==> src/rtl/periphery_pkg.sv <==
// Shared widths, opcode and state encodings, and status-word bit positions
// for the DPU host IO controller.
package periphery_pkg;

  localparam int INPUT_DATA_L = 32;
  localparam int IO_OPCODE_L  = 4;
  localparam int ADDR_L       = 16;
  localparam int OUT_L        = 32;
  localparam int RD_TIMEOUT   = 15;
  localparam int CNT_L        = 32;

  typedef enum logic [IO_OPCODE_L-1:0] {
    OP_NOP       = 4'd0,
    OP_SET_ADDR  = 4'd1,
    OP_WR_INSTR  = 4'd2,
    OP_WR_DATA   = 4'd3,
    OP_RD_DATA   = 4'd4,
    OP_RD_CYCLES = 4'd5,
    OP_RD_STATUS = 4'd6
  } io_opcode_t;

  typedef enum logic [2:0] {
    ST_IDLE    = 3'd0,
    ST_EXEC    = 3'd1,
    ST_DONE    = 3'd2,
    ST_RD_WAIT = 3'd3
  } io_state_t;

  localparam int STAT_STATE_LSB = 0;
  localparam int STAT_CORE_DONE = 3;
  localparam int STAT_RD_ERR    = 4;

endpackage

==> src/rtl/dpu_io_exec_seq.sv <==
// Core execution sequencer: reset/enable handshake with the host, pause and
// resume, completion detection and a saturating execution-cycle counter.
module dpu_io_exec_seq
  import periphery_pkg::*;
(
  input  logic             clk_i,
  input  logic             rst_i,
  input  logic             hold_i,
  input  logic             reset_exec_i,
  input  logic             enable_exec_i,
  input  logic             core_done_i,
  output io_state_t        state_o,
  output logic             core_rst_o,
  output logic             core_en_o,
  output logic             done_o,
  output logic [CNT_L-1:0] cycles_o
);

  io_state_t        state_q;
  logic             core_rst_q;
  logic             core_en_q;
  logic             done_q;
  logic [CNT_L-1:0] cycles_q;

  // While a data read is outstanding the host controls are simply not
  // sampled; they are levels, so they take effect once the read resolves.
  always_ff @(posedge clk_i) begin
    if (rst_i) begin
      state_q    <= ST_IDLE;
      core_rst_q <= 1'b1;
      core_en_q  <= 1'b0;
      done_q     <= 1'b0;
      cycles_q   <= '0;
    end else if (!hold_i) begin
      if (reset_exec_i) begin
        state_q    <= ST_IDLE;
        core_rst_q <= 1'b1;
        core_en_q  <= 1'b0;
        done_q     <= 1'b0;
        cycles_q   <= '0;
      end else begin
        case (state_q)
          ST_IDLE: begin
            if (enable_exec_i) begin
              core_rst_q <= 1'b0;
              core_en_q  <= 1'b1;
              state_q    <= ST_EXEC;
            end
          end
          ST_EXEC: begin
            if (core_done_i) begin
              core_en_q <= 1'b0;
              done_q    <= 1'b1;
              state_q   <= ST_DONE;
            end else if (enable_exec_i) begin
              core_en_q <= 1'b1;
              if (cycles_q != '1) cycles_q <= cycles_q + CNT_L'(1);
            end else begin
              core_en_q <= 1'b0;
            end
          end
          default: ;
        endcase
      end
    end
  end

  assign state_o    = state_q;
  assign core_rst_o = core_rst_q;
  assign core_en_o  = core_en_q;
  assign done_o     = done_q;
  assign cycles_o   = cycles_q;

endmodule

==> src/rtl/dpu_io_ctrl.sv <==
// Device side of the DPU host IO port: decodes host opcodes into memory
// writes/reads and status reads, and delegates core sequencing to exec_seq.
module dpu_io_ctrl
  import periphery_pkg::*;
(
  input  logic                    clk,
  input  logic                    rst,
  input  logic [INPUT_DATA_L-1:0] in,
  input  logic [IO_OPCODE_L-1:0]  io_opcode,
  input  logic                    reset_execution_io,
  input  logic                    enable_execution_io,
  output logic                    done_execution_io,
  output logic [OUT_L-1:0]        out,
  output logic [ADDR_L-1:0]       mem_addr,
  output logic [INPUT_DATA_L-1:0] mem_wr_data,
  output logic                    instr_wr_en,
  output logic                    data_wr_en,
  output logic                    data_rd_en,
  input  logic [OUT_L-1:0]        data_rd_data,
  input  logic                    data_rd_valid,
  output logic                    core_rst,
  output logic                    core_en,
  input  logic                    core_done
);

  localparam int TMO_W = $clog2(RD_TIMEOUT + 1);

  io_opcode_t              op_w;
  io_state_t               exec_state;
  logic [CNT_L-1:0]        cycles;
  logic                    decode_en;
  logic                    hold;
  logic [OUT_L-1:0]        status_w;

  logic [ADDR_L-1:0]       mem_addr_q, mem_addr_d;
  logic [INPUT_DATA_L-1:0] wr_data_q, wr_data_d;
  logic                    instr_wr_q, instr_wr_d;
  logic                    data_wr_q, data_wr_d;
  logic                    rd_en_q, rd_en_d;
  logic [OUT_L-1:0]        out_q, out_d;
  logic                    rd_wait_q, rd_wait_d;
  logic                    rd_err_q, rd_err_d;
  logic [TMO_W-1:0]        tmo_q, tmo_d;

  assign op_w      = io_opcode_t'(io_opcode);
  assign decode_en = !rd_wait_q && (exec_state == ST_IDLE || exec_state == ST_DONE);
  assign hold      = rd_wait_q || (decode_en && op_w == OP_RD_DATA);

  dpu_io_exec_seq u_exec_seq (
    .clk_i         (clk),
    .rst_i         (rst),
    .hold_i        (hold),
    .reset_exec_i  (reset_execution_io),
    .enable_exec_i (enable_execution_io),
    .core_done_i   (core_done),
    .state_o       (exec_state),
    .core_rst_o    (core_rst),
    .core_en_o     (core_en),
    .done_o        (done_execution_io),
    .cycles_o      (cycles)
  );

  always_comb begin
    status_w                            = '0;
    status_w[STAT_STATE_LSB +: 3]       = exec_state;
    status_w[STAT_CORE_DONE]            = core_done;
    status_w[STAT_RD_ERR]               = rd_err_q;
  end

  // The address advances on the cycle after a write strobe, so the strobe
  // cycle itself always presents the address the write was issued against.
  always_comb begin
    mem_addr_d = mem_addr_q;
    wr_data_d  = wr_data_q;
    instr_wr_d = 1'b0;
    data_wr_d  = 1'b0;
    rd_en_d    = 1'b0;
    out_d      = out_q;
    rd_wait_d  = rd_wait_q;
    rd_err_d   = rd_err_q;
    tmo_d      = tmo_q;
    if (instr_wr_q || data_wr_q) mem_addr_d = mem_addr_q + ADDR_L'(1);
    if (rd_wait_q) begin
      if (data_rd_valid) begin
        out_d      = data_rd_data;
        mem_addr_d = mem_addr_q + ADDR_L'(1);
        rd_wait_d  = 1'b0;
      end else if (tmo_q == TMO_W'(RD_TIMEOUT - 1)) begin
        out_d     = '1;
        rd_err_d  = 1'b1;
        rd_wait_d = 1'b0;
      end else begin
        tmo_d = tmo_q + TMO_W'(1);
      end
    end else if (decode_en) begin
      case (op_w)
        OP_SET_ADDR:  mem_addr_d = in[ADDR_L-1:0];
        OP_WR_INSTR: begin
          instr_wr_d = 1'b1;
          wr_data_d  = in;
        end
        OP_WR_DATA: begin
          data_wr_d = 1'b1;
          wr_data_d = in;
        end
        OP_RD_DATA: begin
          rd_en_d   = 1'b1;
          rd_wait_d = 1'b1;
          tmo_d     = '0;
        end
        OP_RD_CYCLES: out_d = OUT_L'(cycles);
        OP_RD_STATUS: begin
          out_d    = status_w;
          rd_err_d = 1'b0;
        end
        default: ;
      endcase
    end
  end

  always_ff @(posedge clk) begin
    if (rst) begin
      mem_addr_q <= '0;
      wr_data_q  <= '0;
      instr_wr_q <= 1'b0;
      data_wr_q  <= 1'b0;
      rd_en_q    <= 1'b0;
      out_q      <= '0;
      rd_wait_q  <= 1'b0;
      rd_err_q   <= 1'b0;
      tmo_q      <= '0;
    end else begin
      mem_addr_q <= mem_addr_d;
      wr_data_q  <= wr_data_d;
      instr_wr_q <= instr_wr_d;
      data_wr_q  <= data_wr_d;
      rd_en_q    <= rd_en_d;
      out_q      <= out_d;
      rd_wait_q  <= rd_wait_d;
      rd_err_q   <= rd_err_d;
      tmo_q      <= tmo_d;
    end
  end

  assign mem_addr    = mem_addr_q;
  assign mem_wr_data = wr_data_q;
  assign instr_wr_en = instr_wr_q;
  assign data_wr_en  = data_wr_q;
  assign data_rd_en  = rd_en_q;
  assign out         = out_q;

endmodule

==> config.mk <==
export PLATFORM = sky130hd
export DESIGN_NAME = dpu_io_ctrl
export DESIGN_NICKNAME = d
export VERILOG_FILES = /design/src/rtl/periphery_pkg.sv /design/src/rtl/dpu_io_exec_seq.sv /design/src/rtl/dpu_io_ctrl.sv
export SDC_FILE = /design/constraint.sdc
export NUM_CORES = 1
export LEC_CHECK = 0
export BUFFER_PORTS_ARGS = -buffer_cell sky130_fd_sc_hd__buf_4
export CELL_PAD_IN_SITES_DETAIL_PLACEMENT = 1
export CELL_PAD_IN_SITES_GLOBAL_PLACEMENT = 1
export CORE_UTILIZATION = 39
export DETAILED_ROUTE_END_ITERATION = 7
export MAX_ROUTING_LAYER = met4
export PLACE_DENSITY = 0.85
export SLEW_MARGIN = 20
export SYNTH_ARGS = -nofsm -noshare
export SYNTH_HDL_FRONTEND = slang
export SYNTH_SLANG_ARGS = --single-unit
==> constraint.sdc <==
create_clock -name clk -period 2.6 [get_ports clk]
set_input_delay 0.26 -clock clk [delete_from_list [all_inputs] [get_ports clk]]
set_output_delay 0.26 -clock clk [all_outputs]
set_load 0.05 [all_outputs]
==> metrics.md, run 1 <==
| Metric | Value |
|---|---|
| Status | completed |
| Post-CTS Hold Buffers | 0 |
| Standard cell core area | 15300 sq um |
| Detail-routed net length per standard cell | 18.5 microns |
| Average size of a mapped cell | 8.07 sq um |
| Number of placement rows | 45 |
| Crit path max-delay cell type | or4_4 |
| Met1 usage in global routing | 33.3% |
| Async set-reset flop share out of synthesis | 0% |
| Most common library cell in the layout ignoring fill and taps | buf_4 |
| Weighted congestion reported at the end of routability-driven placement | 0.834 |
| EDFF count, synth | 0 |
| Mapped Nets | 841 |
| CTS tree | yes |
| Detail Placement HPWL | 14800 microns |
| Worst slew pin tran | 0.657 ns |
| Post-Route Setup TNS | 0 ns |
| CP endpoint kind | register |
| Net switching component of the power | 1.38 mW |
| Met3 Use GR | 4.38% |
| Number of CTS-inserted buffers | 17 |
| Switching share of power | 26.8% |
| Fraction of layout instances using a drive strength above 1 | 24.7% |
| Maximum number of pins on one net before global-route repair | 55 |
| Final min period | 2.40 ns |
| Design internal power | 3.78 mW |
| Longest Clk Path Bufs | 2 |
| Drt initial violations | 359 |
| Total power divided by cell area | 632 nW/um^2 |
| Clk network pwr share | 45.7% |
| Number of max-cap violations | 0 |
| Final hold violations | 0 |
| Sum of routed wire length over all layers | 20900 microns |
| Die height | 128 microns |
| Met2 usage | 43.5% |
| Final clock skew | 0.00702 ns |
| Layer with the highest usage after global routing | met2 |
| Sequential share of the synthesized area | 41.0% |
| Leakage | 3.07 nW |
| Clock Tree Root | clkbuf_16 |
| Antenna violations before repair | 0 |
| WP buf/inv | 1 |
| Synthesized flop and latch total | 126 |
| Post-route standard cell area excluding fillers | 8150 sq um |
| Number of distinct library cell variants in the gate-level netlist after synthesis | 57 |
| Post-placement cell count | 1097 |
| Final Total Pwr | 5.16 mW |
| Period utilisation layout | 92.4% |
| Clock slew at reported path FFs | 0.06 ns |
| Post-layout nets | 983 |
| FILL cells | 1884 |
| Unrepaired setup endpoints after global routing | false |
| Wire length of the first global-routing pass | 33200 microns |
| Sink count of the clock tree | 126 |
| Antenna cell count | 0 |
| Clk Latency, worst-skew pair | 0.42 ns |
| All-layer global routing usage | 26.8% |
| Die width | 128 microns |
| Family of cells with the greatest summed delay on the critical path | simple AND/OR/NAND/NOR gates |
| Critical Setup Path Class | register to register |
| Die area | 16300 sq um |
| Starting utilization of the core area | 40.2% |
| Post-Syn Instances | 763 |
| Crit-path cells | ha_1, nand3_4, or4_4, o31ai_4, buf_4, a21oi_2, a211oi_2 |
| Syn Std Cell Area | 6160 sq um |
| Max-slew violation count | 0 |
| Arrival time reported for the critical path endpoint | 2.75 ns |
| Number of cells in the finished layout apart from fillers | 1127 |
| Final setup violating endpoints | 0 |
| Peak clock frequency supported by timing | 0.416 GHz |
| Commonest cells after routing, fill and taps aside | buf_4 (180), dfxtp_1 (125), nand2_1 (92) |
| Warnings from Yosys | 0 |
| # IOs | 160 |
| Hold Path Class | primary input to register |
| Clock H-tree levels | 4 |
| Antenna-violating nets left | 0 |
| Number of port buffers | 159 |
| Crit-path max cell delay | 0.62 ns |
| Number of DRC violations after detailed routing | 0 |
| WHS | 0.0852 ns |
| Placed cell area | 7570 sq um |
| 1st-pass router iterations | 4 |
| Required arrival time at the worst endpoint | 2.94 ns |
| Number of global-route vias before repair | 6227 |
| Part of the total power dissipated in combinational logic | 14.4% |
| Startpoint type of the worst setup path | register |
| Total number of vias | 6388 |
| Via density per instance | 5.67 |
| Number of gates given a new drive strength after cts | 0 |
| Remaining Overflow, GRT | 0 |
| Headroom to the max-slew limit | 56.1% |
| Area growth syn-to-layout | 32.4% |
| Top fanout value on the critical path | 25 |
| VDD IR-drop max | 0.000482 V |
| Most used DFF post-synth | dfxtp_1 |
| Flop pwr share | 39.9% |
| Setup fix buffers added after clock tree synthesis | 0 |
## power groups by stage
stage / registers (mW) / logic (mW) / clock network, mW
finish: 2.06 / 0.744 / 2.36
CTS: 2.06 / 0.747 / 2.39
global placement: 2.09 / 0.729 / 0
global route: 2.06 / 0.790 / 2.47
floorplan: 2.30 / 0.244 / 0
detailed placement: 2.10 / 0.739 / 0
## cell usage after synthesis (4+ instances only)
| library cell | count | area [sq um] |
|---|---|---|
| a21oi_1 | 69 | 345 |
| o211ai_1 | 7 | 52.6 |
| nor2_1 | 58 | 218 |
| buf_2 | 6 | 30.0 |
| nor4_1 | 11 | 68.8 |
| xor2_1 | 16 | 140 |
| o31ai_1 | 7 | 52.6 |
| or3_1 | 21 | 131 |
| clkbuf_1 | 45 | 169 |
| nor2b_1 | 27 | 169 |
| buf_1 | 5 | 18.8 |
| nand3_1 | 23 | 115 |
| and3_1 | 9 | 56.3 |
| mux2_2 | 5 | 56.3 |
| nand2_1 | 92 | 345 |
| xnor2_1 | 12 | 105 |
| or4_1 | 10 | 75.1 |
| o21ai_0 | 40 | 200 |
| inv_1 | 10 | 37.5 |
| a211oi_1 | 39 | 293 |
| and4_1 | 6 | 52.6 |
| o22ai_1 | 34 | 213 |
| dfxtp_1 | 126 | 2520 |
| nor3_1 | 11 | 55.1 |
| ha_1 | 4 | 50.1 |
| nand4_1 | 17 | 106 |
| nand2b_1 | 8 | 50.1 |
| o221ai_1 | 5 | 43.8 |
## cell type report
class	count	area, sq um	share of cell area (%)
Multi-Input combinational cell	568	3370	41.3
Sequential cell	126	2520	30.9
Timing Repair Buffer	181	1370	16.8
Clock buffer	23	498	6.11
Tap cell	211	264	3.24
Clock inverter	7	85.1	1.04
Inverter	11	41.3	0.506
## worst register-to-register path, stage by stage, from the launching register on
cell	delay, ns
dfxtp_1	0.44
ha_1	0.25
nand3_4	0.12
or4_4	0.62
o31ai_4	0.27
buf_4	0.30
a21oi_2	0.11
a211oi_2	0.20
## kinds of logic after synthesis
logic type / synth area share, %
and+or+nand+nor: 25.7
AOI/OAI and AO/OA: 22.5
DFF: 41.0
buffers and inverters: 4.57
xor gates and xnor gates: 3.98
muxes: 1.40
adders and majority gates: 0.813
## per-layer routing
metal	part of all wire [%]	up-vias	wire length [microns]
met5	0	-	0
met4	2.5	0	522
met3	3.5	40	729
met2	49	154	10300
met1	45	3125	9370
li1	-	3069	-
## registers in the layout, indices dropped and copies added (netlist names)
signal / flops
mem_wr_data: 32
u_exec_seq.core_rst_o: 1
instr_wr_en: 1
rd_wait_q: 1
u_exec_seq.done_o: 1
u_exec_seq.cycles_o: 32
out: 32
tmo_q: 4
u_exec_seq.core_en_o: 1
mem_addr: 16
rd_err_q: 1
data_wr_en: 1
data_rd_en: 1
u_exec_seq.state_o: 2
## path summary, 6_finish.rpt
kind / start / end / slack, ns / depth (start not counted)
setup / recovery: u_exec_seq.cycles_o[0] / u_exec_seq.state_o[0] / 0.20 / 7
hold / removal: in[23] / mem_wr_data[23] / 0.09 / 3
setup reg to reg: u_exec_seq.cycles_o[0] / u_exec_seq.state_o[0] / 0.20 / 7
hold reg to reg: mem_wr_data[5] / mem_wr_data[5] / 0.45 / 2
## per-stage QoR
stage	util, %	worst slack [ns]
after global routing	53.2	0.0699
after global placement	49.4	0.346
after CTS	53.2	0.207
final	53.2	0.197
after floorplan	-	0.291
after detailed placement	49.4	0.290
Power figures use the tool's default switching activity.
==> run 2, diff against run 1 <==
--- a/config.mk
+++ b/config.mk
@@ -5,7 +5,7 @@
 export SDC_FILE = /design/constraint.sdc
 export NUM_CORES = 1
 export LEC_CHECK = 0
-export BUFFER_PORTS_ARGS = -buffer_cell sky130_fd_sc_hd__buf_4
+export BUFFER_PORTS_ARGS = -buffer_cell sky130_fd_sc_hd__buf_2
 export CELL_PAD_IN_SITES_DETAIL_PLACEMENT = 1
 export CELL_PAD_IN_SITES_GLOBAL_PLACEMENT = 1
 export CORE_UTILIZATION = 39
==> metrics.md, run 2 (synthesized netlist as in run 1, its figures left out) <==
| Metric | Value |
|---|---|
| Antenna-violating nets left | 0 (unchanged) |
| Worst Setup Slack post-DPL | 0.305 ns (+0.0145 ns) |
| Number of global-route vias before repair | 6489 (+4.2%) |
| Worst r2r path cells | 5 (-2) |
| Number of port buffers | 159 (unchanged) |
| Net switching component of the power | 1.46 mW (+6.2%) |
| Clock H-tree levels | 4 (unchanged) |
| R2r endpoint | mem_addr[8] |
| CTS tree | yes |
| Setup slack of the worst register-to-register path | 0.20 ns (about the same) |
| Weighted congestion reported at the end of routability-driven placement | 0.827 (-0.86%) |
| Total number of vias | 6486 (+1.5%) |
| Util after Layout | 51.2% (-2.0 points) |
| Wire length on met2 | 10500 microns (+2.2%) |
| # IOs | 160 (unchanged) |
| Top fanout value on the critical path | 12 (-52%) |
| Number of placement rows | 45 (unchanged) |
| Met1 wire length | 9350 microns (-0.15%) |
| Starting utilization of the core area | 40.2% (unchanged) |
| Arrival time reported for the critical path endpoint | 2.72 ns (-0.03 ns) |
| All-layer global routing usage | 27.9% (+1.1 points) |
| Status | completed |
| Met3 wire length | 1110 microns (+52%) |
| Final min period | 2.40 ns (-0.00801 ns) |
| Post-placement cell count | 1094 (-0.27%) |
| Post-route standard cell area excluding fillers | 7840 sq um (-3.8%) |
| Switching share of power | 26.4% (-0.36 points) |
| Standard cell core area | 15300 sq um (unchanged) |
| Antenna cell count | 0 (unchanged) |
| Period utilisation layout | 92.1% (-0.31 points) |
| Clk network pwr share | 50.8% (+5.1 points) |
| Wire length of the first global-routing pass | 34400 microns (+3.7%) |
| Sink count of the clock tree | 126 (unchanged) |
| Crit-path max cell delay | 0.71 ns (+0.09 ns) |
| Startpoint of the worst register-to-register path | rd_wait_q |
| Most common library cell in the layout ignoring fill and taps | buf_2 |
| Area growth syn-to-layout | 27.4% |
| Crit path max-delay cell type | nor4_1 |
| Worst slew pin tran | 0.769 ns (+0.112 ns) |
| Number of CTS-inserted buffers | 17 (unchanged) |
| Placed cell area | 7150 sq um (-5.6%) |
| Number of max-cap violations | 0 (unchanged) |
| Fraction of layout instances using a drive strength above 1 | 24.7% (+0.027 points) |
| Sum of routed wire length over all layers | 21600 microns (+3.2%) |
| WHS | 0.0706 ns (-0.0147 ns) |
| Drt initial violations | 430 (+20%) |
| Post-Route Setup TNS | 0 ns (unchanged) |
| Via density per instance | 5.76 (+1.6%) |
| Die height | 128 microns (unchanged) |
| Max-slew violation count | 0 (unchanged) |
| Final Total Pwr | 5.55 mW (+7.6%) |
| Total power divided by cell area | 707 nW/um^2 (+12%) |
| VDD IR-drop max | 0.000456 V (-5.2%) |
| Worst hold endpoint | mem_wr_data[17] |
| Longest Clk Path Bufs | 2 (unchanged) |
| Post-layout nets | 980 (-0.31%) |
| Crit-path cells | nor4_1, and3b_1, buf_4, a211oi_1, o32ai_1 |
| Number of gates given a new drive strength after cts | 0 (unchanged) |
| Leakage | 3.03 nW (-1.2%) |
| Hold Path Class | primary input to register |
| Final setup violating endpoints | 0 (unchanged) |
| Die area | 16300 sq um (unchanged) |
| Clock Tree Root | clkbuf_16 |
| WP buf/inv | 1 (unchanged) |
| Remaining Overflow, GRT | 0 (unchanged) |
| Antenna violations before repair | 0 (unchanged) |
| Clock slew at reported path FFs | 0.06 ns (about the same) |
| Detail Placement HPWL | 14600 microns (-1.2%) |
| Die width | 128 microns (unchanged) |
| Footprint of the multi-input gates | 3370 sq um (unchanged) |
| Final hold violations | 0 (unchanged) |
| Commonest cells after routing, fill and taps aside | buf_2 (159), dfxtp_1 (125), nand2_1 (92) |
| 1st-pass router iterations | 5 (+1) |
| Sequential standard cell area | 2520 sq um (unchanged) |
| Setup fix buffers added after clock tree synthesis | 0 (unchanged) |
| Clk Latency, worst-skew pair | 0.43 ns (about the same) |
| Number of cells traversed by the worst hold path | 3 (unchanged) |
| Part of the total power dissipated in combinational logic | 12.2% (-2.2 points) |
| Family of cells with the greatest summed delay on the critical path | simple AND/OR/NAND/NOR gates |
| Critical Setup Path Class | register to register |
| Number of DRC violations after detailed routing | 0 (unchanged) |
| Maximum number of pins on one net before global-route repair | 55 (unchanged) |
| Number of cells in the finished layout apart from fillers | 1126 (-0.089%) |
| Required arrival time at the worst endpoint | 2.93 ns (about the same) |
| Headroom to the max-slew limit | 48.3% (-7.8 points) |
| Startpoint type of the worst setup path | register |
| Peak clock frequency supported by timing | 0.417 GHz (+0.33%) |
| Design internal power | 4.08 mW (+8.2%) |
| Minimum setup slack in the final design | 0.205 ns (+0.00801 ns) |
| Final clock skew | 0.00854 ns (+0.00152 ns) |
| Unrepaired setup endpoints after global routing | false |
| Highest metal used | met4 |
| FILL cells | 1911 (+1.4%) |
| Flop pwr share | 37.0% (-2.9 points) |
| Launch point of the worst hold path | in[17] |
| CP endpoint kind | register |
| Post-CTS Hold Buffers | 0 (unchanged) |
| Detail-routed net length per standard cell | 19.1 microns (+3.3%) |
-- run 2: changes by cell type in the layout (fill, tap and decap cells not counted), sizes merged --
cell | previous run | this run
clkinv | 6 | 8
clkinvlp | 0 | 1
clkbuf | 23 | 17
buf | 181 | 178
bufinv | 2 | 7
-- run 2: final cells by class --
type / instances / share of cell area (%)
Tap cell: 211 / 3.37
Timing Repair Buffer: 178 / 12.1
Multi-Input combinational cell: 568 / 43.0
Clock inverter: 15 / 3.41
Sequential cell: 126 / 32.2
Clock buffer: 17 / 5.42
Inverter: 11 / 0.526
-- run 2: power by group through the flow --
stage                     clock network [mW]  logic, mW  registers, mW
after floorplan                            0      0.244           2.30
after global routing                    2.93      0.723           2.06
after detailed placement                   0      0.668           2.09
final                                   2.82      0.678           2.05
after global placement                     0      0.659           2.09
after CTS                               2.84      0.677           2.05
-- run 2: worst max-delay path by stage --
stage | startpoint | to | slack, ns | depth (start not counted)
3_3_place_gp | rd_wait_q | mem_addr[8] | 0.34 | 5
4_1_cts | u_exec_seq.cycles_o[0] | u_exec_seq.cycles_o[19] | 0.24 | 6
5_1_grt | rd_wait_q | mem_addr[8] | 0.005 | 5
6_report | rd_wait_q | mem_addr[8] | 0.20 | 5
2_1_floorplan | mem_addr[0] | mem_addr[14] | 0.29 | 6
3_5_place_dp | rd_wait_q | mem_addr[8] | 0.30 | 5
-- run 2: worst min-delay path, delay by kind of cell --
kind | cells | cell delay (ns)
buffers and inverters | 1 | 0.09
and+or+nand+nor | 1 | 0.05
AOI/OAI and AO/OA | 1 | 0.05
-- run 2: layer usage --
layer / GRT usage, % / vias to the layer above
met5: - / -
met4: 11.5 / 0
met3: 5.88 / 60
met2: 44.9 / 191
met1: 33.9 / 3164
li1: - / 3071
